--- src/rtl/multicycle_ctrl_if.sv ---
// rtl/multicycle_ctrl_if.sv - control/handshake bundle between the multicycle controller and its datapath/memories
interface multicycle_ctrl_if;
    // Inputs to the controller
    logic [31:0] instr;
    logic        imem_ready;
    logic        dmem_ready;
    logic        br_taken;

    // Controller outputs
    logic        imem_req;
    logic        dmem_req;
    logic        dmem_we;
    logic        ir_we;
    logic        pc_we;
    logic [1:0]  pc_src;
    logic        rf_we;
    logic [1:0]  wb_sel;
    logic [1:0]  alu_src_a;
    logic        alu_src_b;
    logic [1:0]  alu_op;
    logic        word32;
    logic        retire;
    logic        illegal;
    logic        bus_err;

    // Controller side
    modport master (
        input  instr, imem_ready, dmem_ready, br_taken,
        output imem_req, dmem_req, dmem_we, ir_we, pc_we, pc_src, rf_we, wb_sel,
               alu_src_a, alu_src_b, alu_op, word32, retire, illegal, bus_err
    );

    // Datapath / memory side
    modport slave (
        output instr, imem_ready, dmem_ready, br_taken,
        input  imem_req, dmem_req, dmem_we, ir_we, pc_we, pc_src, rf_we, wb_sel,
               alu_src_a, alu_src_b, alu_op, word32, retire, illegal, bus_err
    );
endinterface

--- src/rtl/multicycle_ctrl.sv ---
// rtl/multicycle_ctrl.sv - main control FSM of the multicycle RV64I core
module multicycle_ctrl #(
    parameter int TIMEOUT = 255
) (
    input  logic             clk,
    input  logic             reset,
    multicycle_ctrl_if.master bus
);

    typedef enum logic [2:0] {
        S_IDLE, S_FETCH, S_DECODE, S_EXEC, S_MEM, S_WB, S_TRAP, S_ERROR
    } state_t;

    typedef enum logic [3:0] {
        C_R, C_RW, C_I, C_IW, C_LOAD, C_STORE, C_BRANCH,
        C_JAL, C_JALR, C_LUI, C_AUIPC, C_ILL
    } cls_t;

    // The counter only has to reach TIMEOUT-1 before the trip decision is made.
    localparam int            CW      = (TIMEOUT < 2) ? 1 : $clog2(TIMEOUT);
    localparam logic [CW-1:0] WD_LAST = CW'(TIMEOUT - 1);
    localparam bit            WD_EN   = (TIMEOUT != 0);

    state_t        state_q, state_d;
    cls_t          cls_q, cls_d;
    logic [CW-1:0] wd_cnt_q, wd_cnt_d;

    logic stalled;
    logic wd_expire;

    // Only the opcode field steers control; the rest of IR belongs to the datapath.
    logic unused_instr_bits;
    assign unused_instr_bits = ^bus.instr[31:7];

    function automatic cls_t classify(input logic [6:0] opc);
        case (opc)
            7'b0110011: return C_R;
            7'b0111011: return C_RW;
            7'b0010011: return C_I;
            7'b0011011: return C_IW;
            7'b0000011: return C_LOAD;
            7'b0100011: return C_STORE;
            7'b1100011: return C_BRANCH;
            7'b1101111: return C_JAL;
            7'b1100111: return C_JALR;
            7'b0110111: return C_LUI;
            7'b0010111: return C_AUIPC;
            default:    return C_ILL;
        endcase
    endfunction

    // Next-state, latched instruction class and memory-stall watchdog.
    always_comb begin
        state_d   = state_q;
        cls_d     = cls_q;
        wd_cnt_d  = wd_cnt_q;
        stalled   = ((state_q == S_FETCH) && !bus.imem_ready) ||
                    ((state_q == S_MEM)   && !bus.dmem_ready);
        // A ready in the final allowed cycle wins because stalled is then low.
        wd_expire = WD_EN && stalled && (wd_cnt_q == WD_LAST);

        case (state_q)
            S_IDLE:   state_d = S_FETCH;
            S_FETCH: begin
                if (bus.imem_ready)  state_d = S_DECODE;
                else if (wd_expire)  state_d = S_ERROR;
            end
            S_DECODE: begin
                cls_d   = classify(bus.instr[6:0]);
                state_d = (classify(bus.instr[6:0]) == C_ILL) ? S_TRAP : S_EXEC;
            end
            S_EXEC: begin
                case (cls_q)
                    C_LOAD, C_STORE:         state_d = S_MEM;
                    C_BRANCH, C_JAL, C_JALR: state_d = S_FETCH;
                    default:                 state_d = S_WB;
                endcase
            end
            S_MEM: begin
                if (bus.dmem_ready)  state_d = (cls_q == C_STORE) ? S_FETCH : S_WB;
                else if (wd_expire)  state_d = S_ERROR;
            end
            S_WB:     state_d = S_FETCH;
            S_TRAP:   state_d = S_TRAP;
            S_ERROR:  state_d = S_ERROR;
            default:  state_d = S_IDLE;
        endcase

        if (state_d != state_q)
            wd_cnt_d = '0;
        else if (WD_EN && stalled)
            wd_cnt_d = wd_cnt_q + CW'(1);
    end

    // State registers; reset parks the controller in IDLE with everything quiet.
    always_ff @(posedge clk or posedge reset) begin
        if (reset) begin
            state_q  <= S_IDLE;
            cls_q    <= C_ILL;
            wd_cnt_q <= '0;
        end else begin
            state_q  <= state_d;
            cls_q    <= cls_d;
            wd_cnt_q <= wd_cnt_d;
        end
    end

    // Control outputs decoded from state and latched class, qualified by ready/br_taken.
    always_comb begin
        bus.imem_req  = 1'b0;
        bus.dmem_req  = 1'b0;
        bus.dmem_we   = 1'b0;
        bus.ir_we     = 1'b0;
        bus.pc_we     = 1'b0;
        bus.pc_src    = 2'd0;
        bus.rf_we     = 1'b0;
        bus.wb_sel    = 2'd0;
        bus.alu_src_a = 2'd0;
        bus.alu_src_b = 1'b0;
        bus.alu_op    = 2'd0;
        bus.word32    = 1'b0;
        bus.retire    = 1'b0;
        bus.illegal   = 1'b0;
        bus.bus_err   = 1'b0;

        case (state_q)
            S_FETCH: begin
                bus.imem_req = 1'b1;
                bus.ir_we    = bus.imem_ready;
            end
            S_EXEC: begin
                case (cls_q)
                    C_R: begin
                        bus.alu_op = 2'd2;
                    end
                    C_RW: begin
                        bus.alu_op = 2'd2;
                        bus.word32 = 1'b1;
                    end
                    C_I: begin
                        bus.alu_src_b = 1'b1;
                        bus.alu_op    = 2'd2;
                    end
                    C_IW: begin
                        bus.alu_src_b = 1'b1;
                        bus.alu_op    = 2'd2;
                        bus.word32    = 1'b1;
                    end
                    C_LUI: begin
                        bus.alu_src_a = 2'd2;
                        bus.alu_src_b = 1'b1;
                    end
                    C_AUIPC: begin
                        bus.alu_src_a = 2'd1;
                        bus.alu_src_b = 1'b1;
                    end
                    C_LOAD, C_STORE: begin
                        bus.alu_src_b = 1'b1;
                    end
                    C_BRANCH: begin
                        bus.alu_op = 2'd1;
                        bus.pc_we  = 1'b1;
                        bus.pc_src = bus.br_taken ? 2'd1 : 2'd0;
                        bus.retire = 1'b1;
                    end
                    C_JAL: begin
                        bus.rf_we  = 1'b1;
                        bus.wb_sel = 2'd2;
                        bus.pc_we  = 1'b1;
                        bus.pc_src = 2'd1;
                        bus.retire = 1'b1;
                    end
                    C_JALR: begin
                        bus.alu_src_b = 1'b1;
                        bus.rf_we     = 1'b1;
                        bus.wb_sel    = 2'd2;
                        bus.pc_we     = 1'b1;
                        bus.pc_src    = 2'd2;
                        bus.retire    = 1'b1;
                    end
                    default: ;
                endcase
            end
            S_MEM: begin
                // Address operands stay selected for the whole access.
                bus.dmem_req  = 1'b1;
                bus.dmem_we   = (cls_q == C_STORE);
                bus.alu_src_b = 1'b1;
                if ((cls_q == C_STORE) && bus.dmem_ready) begin
                    bus.pc_we  = 1'b1;
                    bus.retire = 1'b1;
                end
            end
            S_WB: begin
                bus.rf_we  = 1'b1;
                bus.wb_sel = (cls_q == C_LOAD) ? 2'd1 : 2'd0;
                bus.pc_we  = 1'b1;
                bus.retire = 1'b1;
            end
            S_TRAP:  bus.illegal = 1'b1;
            S_ERROR: bus.bus_err = 1'b1;
            default: ;
        endcase
    end

endmodule

--- src/flat_wrapper.sv ---
// flat-port wrapper written by rule: the top's interface ports become plain ports
module multicycle_ctrl_flat 
#(
    parameter int TIMEOUT = 255
)
  (clk, reset, bus_instr, bus_imem_ready, bus_dmem_ready, bus_br_taken, bus_imem_req, bus_dmem_req, bus_dmem_we, bus_ir_we, bus_pc_we, bus_pc_src, bus_rf_we, bus_wb_sel, bus_alu_src_a, bus_alu_src_b, bus_alu_op, bus_word32, bus_retire, bus_illegal, bus_bus_err);
  multicycle_ctrl_if bus_i ();
  input  logic clk;
  input  logic reset;
  input wire logic [$bits(bus_i.instr)-1:0] bus_instr;
  input wire logic [$bits(bus_i.imem_ready)-1:0] bus_imem_ready;
  input wire logic [$bits(bus_i.dmem_ready)-1:0] bus_dmem_ready;
  input wire logic [$bits(bus_i.br_taken)-1:0] bus_br_taken;
  output wire logic [$bits(bus_i.imem_req)-1:0] bus_imem_req;
  output wire logic [$bits(bus_i.dmem_req)-1:0] bus_dmem_req;
  output wire logic [$bits(bus_i.dmem_we)-1:0] bus_dmem_we;
  output wire logic [$bits(bus_i.ir_we)-1:0] bus_ir_we;
  output wire logic [$bits(bus_i.pc_we)-1:0] bus_pc_we;
  output wire logic [$bits(bus_i.pc_src)-1:0] bus_pc_src;
  output wire logic [$bits(bus_i.rf_we)-1:0] bus_rf_we;
  output wire logic [$bits(bus_i.wb_sel)-1:0] bus_wb_sel;
  output wire logic [$bits(bus_i.alu_src_a)-1:0] bus_alu_src_a;
  output wire logic [$bits(bus_i.alu_src_b)-1:0] bus_alu_src_b;
  output wire logic [$bits(bus_i.alu_op)-1:0] bus_alu_op;
  output wire logic [$bits(bus_i.word32)-1:0] bus_word32;
  output wire logic [$bits(bus_i.retire)-1:0] bus_retire;
  output wire logic [$bits(bus_i.illegal)-1:0] bus_illegal;
  output wire logic [$bits(bus_i.bus_err)-1:0] bus_bus_err;
  assign bus_i.instr = bus_instr;
  assign bus_i.imem_ready = bus_imem_ready;
  assign bus_i.dmem_ready = bus_dmem_ready;
  assign bus_i.br_taken = bus_br_taken;
  assign bus_imem_req = bus_i.imem_req;
  assign bus_dmem_req = bus_i.dmem_req;
  assign bus_dmem_we = bus_i.dmem_we;
  assign bus_ir_we = bus_i.ir_we;
  assign bus_pc_we = bus_i.pc_we;
  assign bus_pc_src = bus_i.pc_src;
  assign bus_rf_we = bus_i.rf_we;
  assign bus_wb_sel = bus_i.wb_sel;
  assign bus_alu_src_a = bus_i.alu_src_a;
  assign bus_alu_src_b = bus_i.alu_src_b;
  assign bus_alu_op = bus_i.alu_op;
  assign bus_word32 = bus_i.word32;
  assign bus_retire = bus_i.retire;
  assign bus_illegal = bus_i.illegal;
  assign bus_bus_err = bus_i.bus_err;
  multicycle_ctrl #(.TIMEOUT(TIMEOUT)) u_core (.clk(clk), .reset(reset), .bus(bus_i));
endmodule
--- config.mk ---
export PLATFORM = sky130hd
export DESIGN_NAME = multicycle_ctrl_flat
export DESIGN_NICKNAME = d
export VERILOG_FILES = /design/src/rtl/multicycle_ctrl_if.sv /design/src/rtl/multicycle_ctrl.sv /design/src/flat_wrapper.sv
export SDC_FILE = /design/constraint.sdc
export NUM_CORES = 1
export LEC_CHECK = 0
export CAP_MARGIN = 5
export CORE_MARGIN = 8
export CORE_UTILIZATION = 65
export DETAILED_ROUTE_END_ITERATION = 6
export DONT_BUFFER_PORTS = 1
export PLACE_DENSITY_LB_ADDON = 0.12
export SLEW_MARGIN = 5
export SYNTH_ARGS = -nofsm -noshare
export SYNTH_HDL_FRONTEND = slang
export SYNTH_SLANG_ARGS = --single-unit
--- constraint.sdc ---
create_clock -name clk -period 3 [get_ports clk]
set_clock_uncertainty 0.15 [all_clocks]
set_input_delay 0.3 -clock clk [delete_from_list [all_inputs] [get_ports clk]]
set_output_delay 0.3 -clock clk [all_outputs]
set_load 0.1 [all_outputs]
==> results.yml, run 1 <==
run:
  max_cap_violations: 0
die:
  initial_core_util_pct: 67.7
  rows: 16
  die_w_um: 60.7
  die_y_um: 60.7
  die_area_mm2: 0.00369
  coreArea_mm2: 0.00192
  io_pins: 56
clock_network:
  cts_tree: "built"
  clock-root-buffer: "clkbuf_4"
  max-clock-path-buffers: 2
  clk_latency_ns: 0.31
  clock-sinks: 15
  cts_resized: 0
  clk_pin_slew_ns: 0.10
  cts_inserted_buffers: 3
  ctsHtreeMaxLevel: 1
final_layout:
  nNetsFinal: 212
  multi_input_area_um2: 911
  n_antenna_cell: 0
  drive_above_1_share_pct: 29.7
  areaGrowthSynthToFinish_pct: 20.9
  fillers: 137
  register_area_um2: 379
  final_area_mm2: 0.00157
yosys:
  synth-seq-cells: 15
  synth_edf_count: 0
  synth_flop_cell: "dfrtp_1"
  synthesis.nets: 196
  yosysTopAreaCellShare_pct: 23.1
  syn-cell-area_mm2: 0.00130
  synth_area_leaders: "dfrtp_1 23%, dfstp_2 6.1%, nor2_1 4.3%"
  post-synth-top-count-cell: "nor2_1"
  yosysWarnings: 0
  synth-async-reset-ratio_pct: 100
  ys_seq_area_share_pct: 29.1
  syn_inst: 157
  synth_cell_types: 57
  syn_avg_cell_area_um2: 8.29
  netlist_top_cells_count: "15 x nor2_1, 12 x dfrtp_1, 12 x nand2_1"
  synth_top_area_cell: "dfrtp_1"
worst_setup_path:
  critical_path.endpoint: "bus_pc_we"
  critPathLaunch: "u_core.state_q[0]"
  worstPathRequired_ns: 2.55
  cp-start-kind: "register"
  cp-end-kind: "output port"
  reg2reg_setup_slack_ns: 0.60
  slowest_stage: "dfrtp_1"
  cp_max_fo: 11
  worstPathArrival_ns: 2.34
  cpPeakStageDelay_ns: 0.60
  path_cells: "inv_1 -> nor2_1 -> nand2_1 -> o21ai_2 -> a211o_2 -> buf_12"
  rr_endpoint: "u_core.wd_cnt_q[1]"
  worstReg2RegStart: "u_core.wd_cnt_q[0]"
  crit_type: "reg -> out"
  rr_worst_depth: 7
placed_design:
  dp_slack_ns: 0.574
  dpl-instance-area_mm2: 0.00153
  place_hpwl_mm: 2.57
  io_buffers: 0
  gp_congestion: 0.859
power:
  peakVddDrop_uv: 281
  pwr-share-seq_pct: 58.3
  sw_frac_of_total_pct: 24.2
  p_per_area_mw_per_mm2: 220
  internal-power_mw: 0.263
  share_comb_of_total_power_pct: 6.9
  switching_power_mw: 0.0838
  clkPwrFrac_pct: 34.8
  leakagePower_nw: 0.644
timing:
  fin_ws_ns: 0.207
  setup_viol_count_final: 0
  max_slew_margin_pct: 48.1
  post-route-period-util_pct: 93.1
  drv_slew: 0
  tightestPinTransition_ns: 0.777
  max_freq_mhz: 358
  final_hold_viol_count: 0
  timing.final.crit_period_ns: 2.79
  rsz0062_at_grt: "false"
routing:
  drt_wl_total_mm: 3.27
  vias_per_cell: 6.28
  vias: 1250
  drt-pass1-iter-count: 4
  drc: 0
  drt-initial-drc-count: 37
  postRouteAntennaNets: 0
  wl_per_cell_um: 16.4
global_routing:
  antenna_found_initial: 0
  grt_first_pass_wirelength_mm: 5.44
  grt_max_degree: 16
  grt-ovfl-total: 0
  grt_usage_pct: 19.5
  grt_pass1_vias: 1197
status:
  outcome: "finished, final reports clean"
min_path:
  hold_class: "in -> reg"
sequential cells by signal, summed over array words and instances, names as in the netlist:
register         count
u_core.wd_cnt_q      8
u_core.cls_q         4
u_core.state_q       3
cell families (layout without fill, tap and decap cells):
| family | count (synthesis) | count (layout) | share of synthesized area (%) |
|---|---|---|---|
| and+or+nand+nor | 75 | 75 | 33.1 |
| AOI/OAI and AO/OA | 39 | 39 | 22.6 |
| buffers and inverters | 19 | 34 | 8.46 |
| DFF | 15 | 15 | 29.1 |
| xor gates and xnor gates | 6 | 6 | 4.04 |
| adders and majority gates | 3 | 3 | 2.69 |
critical path: cells and delay by family (launching register included):
| kind | cells | cell delay (ns) |
|---|---|---|
| AO/OA/AOI/OAI | 2 | 0.43 |
| flip-flops | 1 | 0.60 |
| AND/OR/NAND/NOR | 2 | 0.52 |
| buffers and inverters | 2 | 0.47 |
cells in the final DEF (no fill, tap or decap), types with 2 or more instances in the layout:
cell,n
a21oi_1,9
and2_1,3
and2_2,2
and4_1,3
buf_12,2
buf_4,16
clkbuf_4,3
dfrtp_1,12
dfstp_2,3
dlygate4sd3_1,2
ha_1,2
inv_1,9
nand2_1,12
nand3_1,3
nand4_1,3
nor2_1,14
nor3_1,6
nor3_4,4
nor3b_1,3
nor4_1,2
nor4_4,2
o211ai_1,2
o21ai_0,8
o21ai_2,2
o32ai_1,2
or3_1,2
xnor2_1,3
xor2_1,3
area by class of cell:
cell class,count,share of cell area [%]
clock inverters,1,0.318
inverters,10,2.63
flip-flops and latches,15,24.1
clock buffers,3,1.43
multi-input cells,123,57.9
well taps,27,2.15
repair buffers,20,11.5
metrics by stage:
stage	utilization, %	setup TNS [ns]	power [mW]	hold WS [ns]	std cells
detailed placement	79.4	0	0.228	0.119	193
CTS	81.8	0	0.349	0.0114	199
global placement	79.4	0	0.227	0.114	193
finish	81.8	0	0.347	0.0131	199
floorplan	-	-0.553	0.225	0.0493	157
global route	81.8	0	0.363	0.0134	199
power by group through the flow:
stage          registers (mW)  clock network [mW]  logic [mW]
2_1_floorplan           0.206                   0      0.0193
3_3_place_gp            0.206                   0      0.0209
3_5_place_dp            0.206                   0      0.0218
4_1_cts                 0.202               0.123      0.0241
5_1_grt                 0.202               0.134      0.0270
6_report                0.202               0.121      0.0238
how the worst min path moves through the flow:
stage / slack [ns] / cells after the start / endpoint / from
floorplan: 0.05 / 1 / u_core.cls_q[2] / reset
global route: 0.01 / 1 / u_core.cls_q[0] / bus_instr[3]
detailed placement: 0.12 / 1 / u_core.wd_cnt_q[3] / reset
global placement: 0.11 / 1 / u_core.wd_cnt_q[0] / reset
CTS: 0.01 / 1 / u_core.cls_q[0] / bus_instr[3]
finish: 0.01 / 1 / u_core.cls_q[0] / bus_instr[3]
routing by layer:
metal / share of wire, % / vias up / GRT usage [%]
li1: - / 607 / -
met1: 39 / 559 / 23.2
met2: 48 / 77 / 30.5
met3: 12 / 7 / 6.36
met4: 1.3 / 0 / 9.97
met5: 0 / - / 0
what timing repair did:
action | 4_1_cts | 5_1_grt
hold buffers | 2 | 0
hold endpoints to repair | 13 | 0
setup buffers | 0 | 0
Power figures use the tool's default switching activity.
==> run 2: changes to the inputs <==
Settings changed: SKIP_LAST_GASP set to 1.
==> results of run 2 <==
The final DEF is identical to that of run 1; final timing and power are the same.
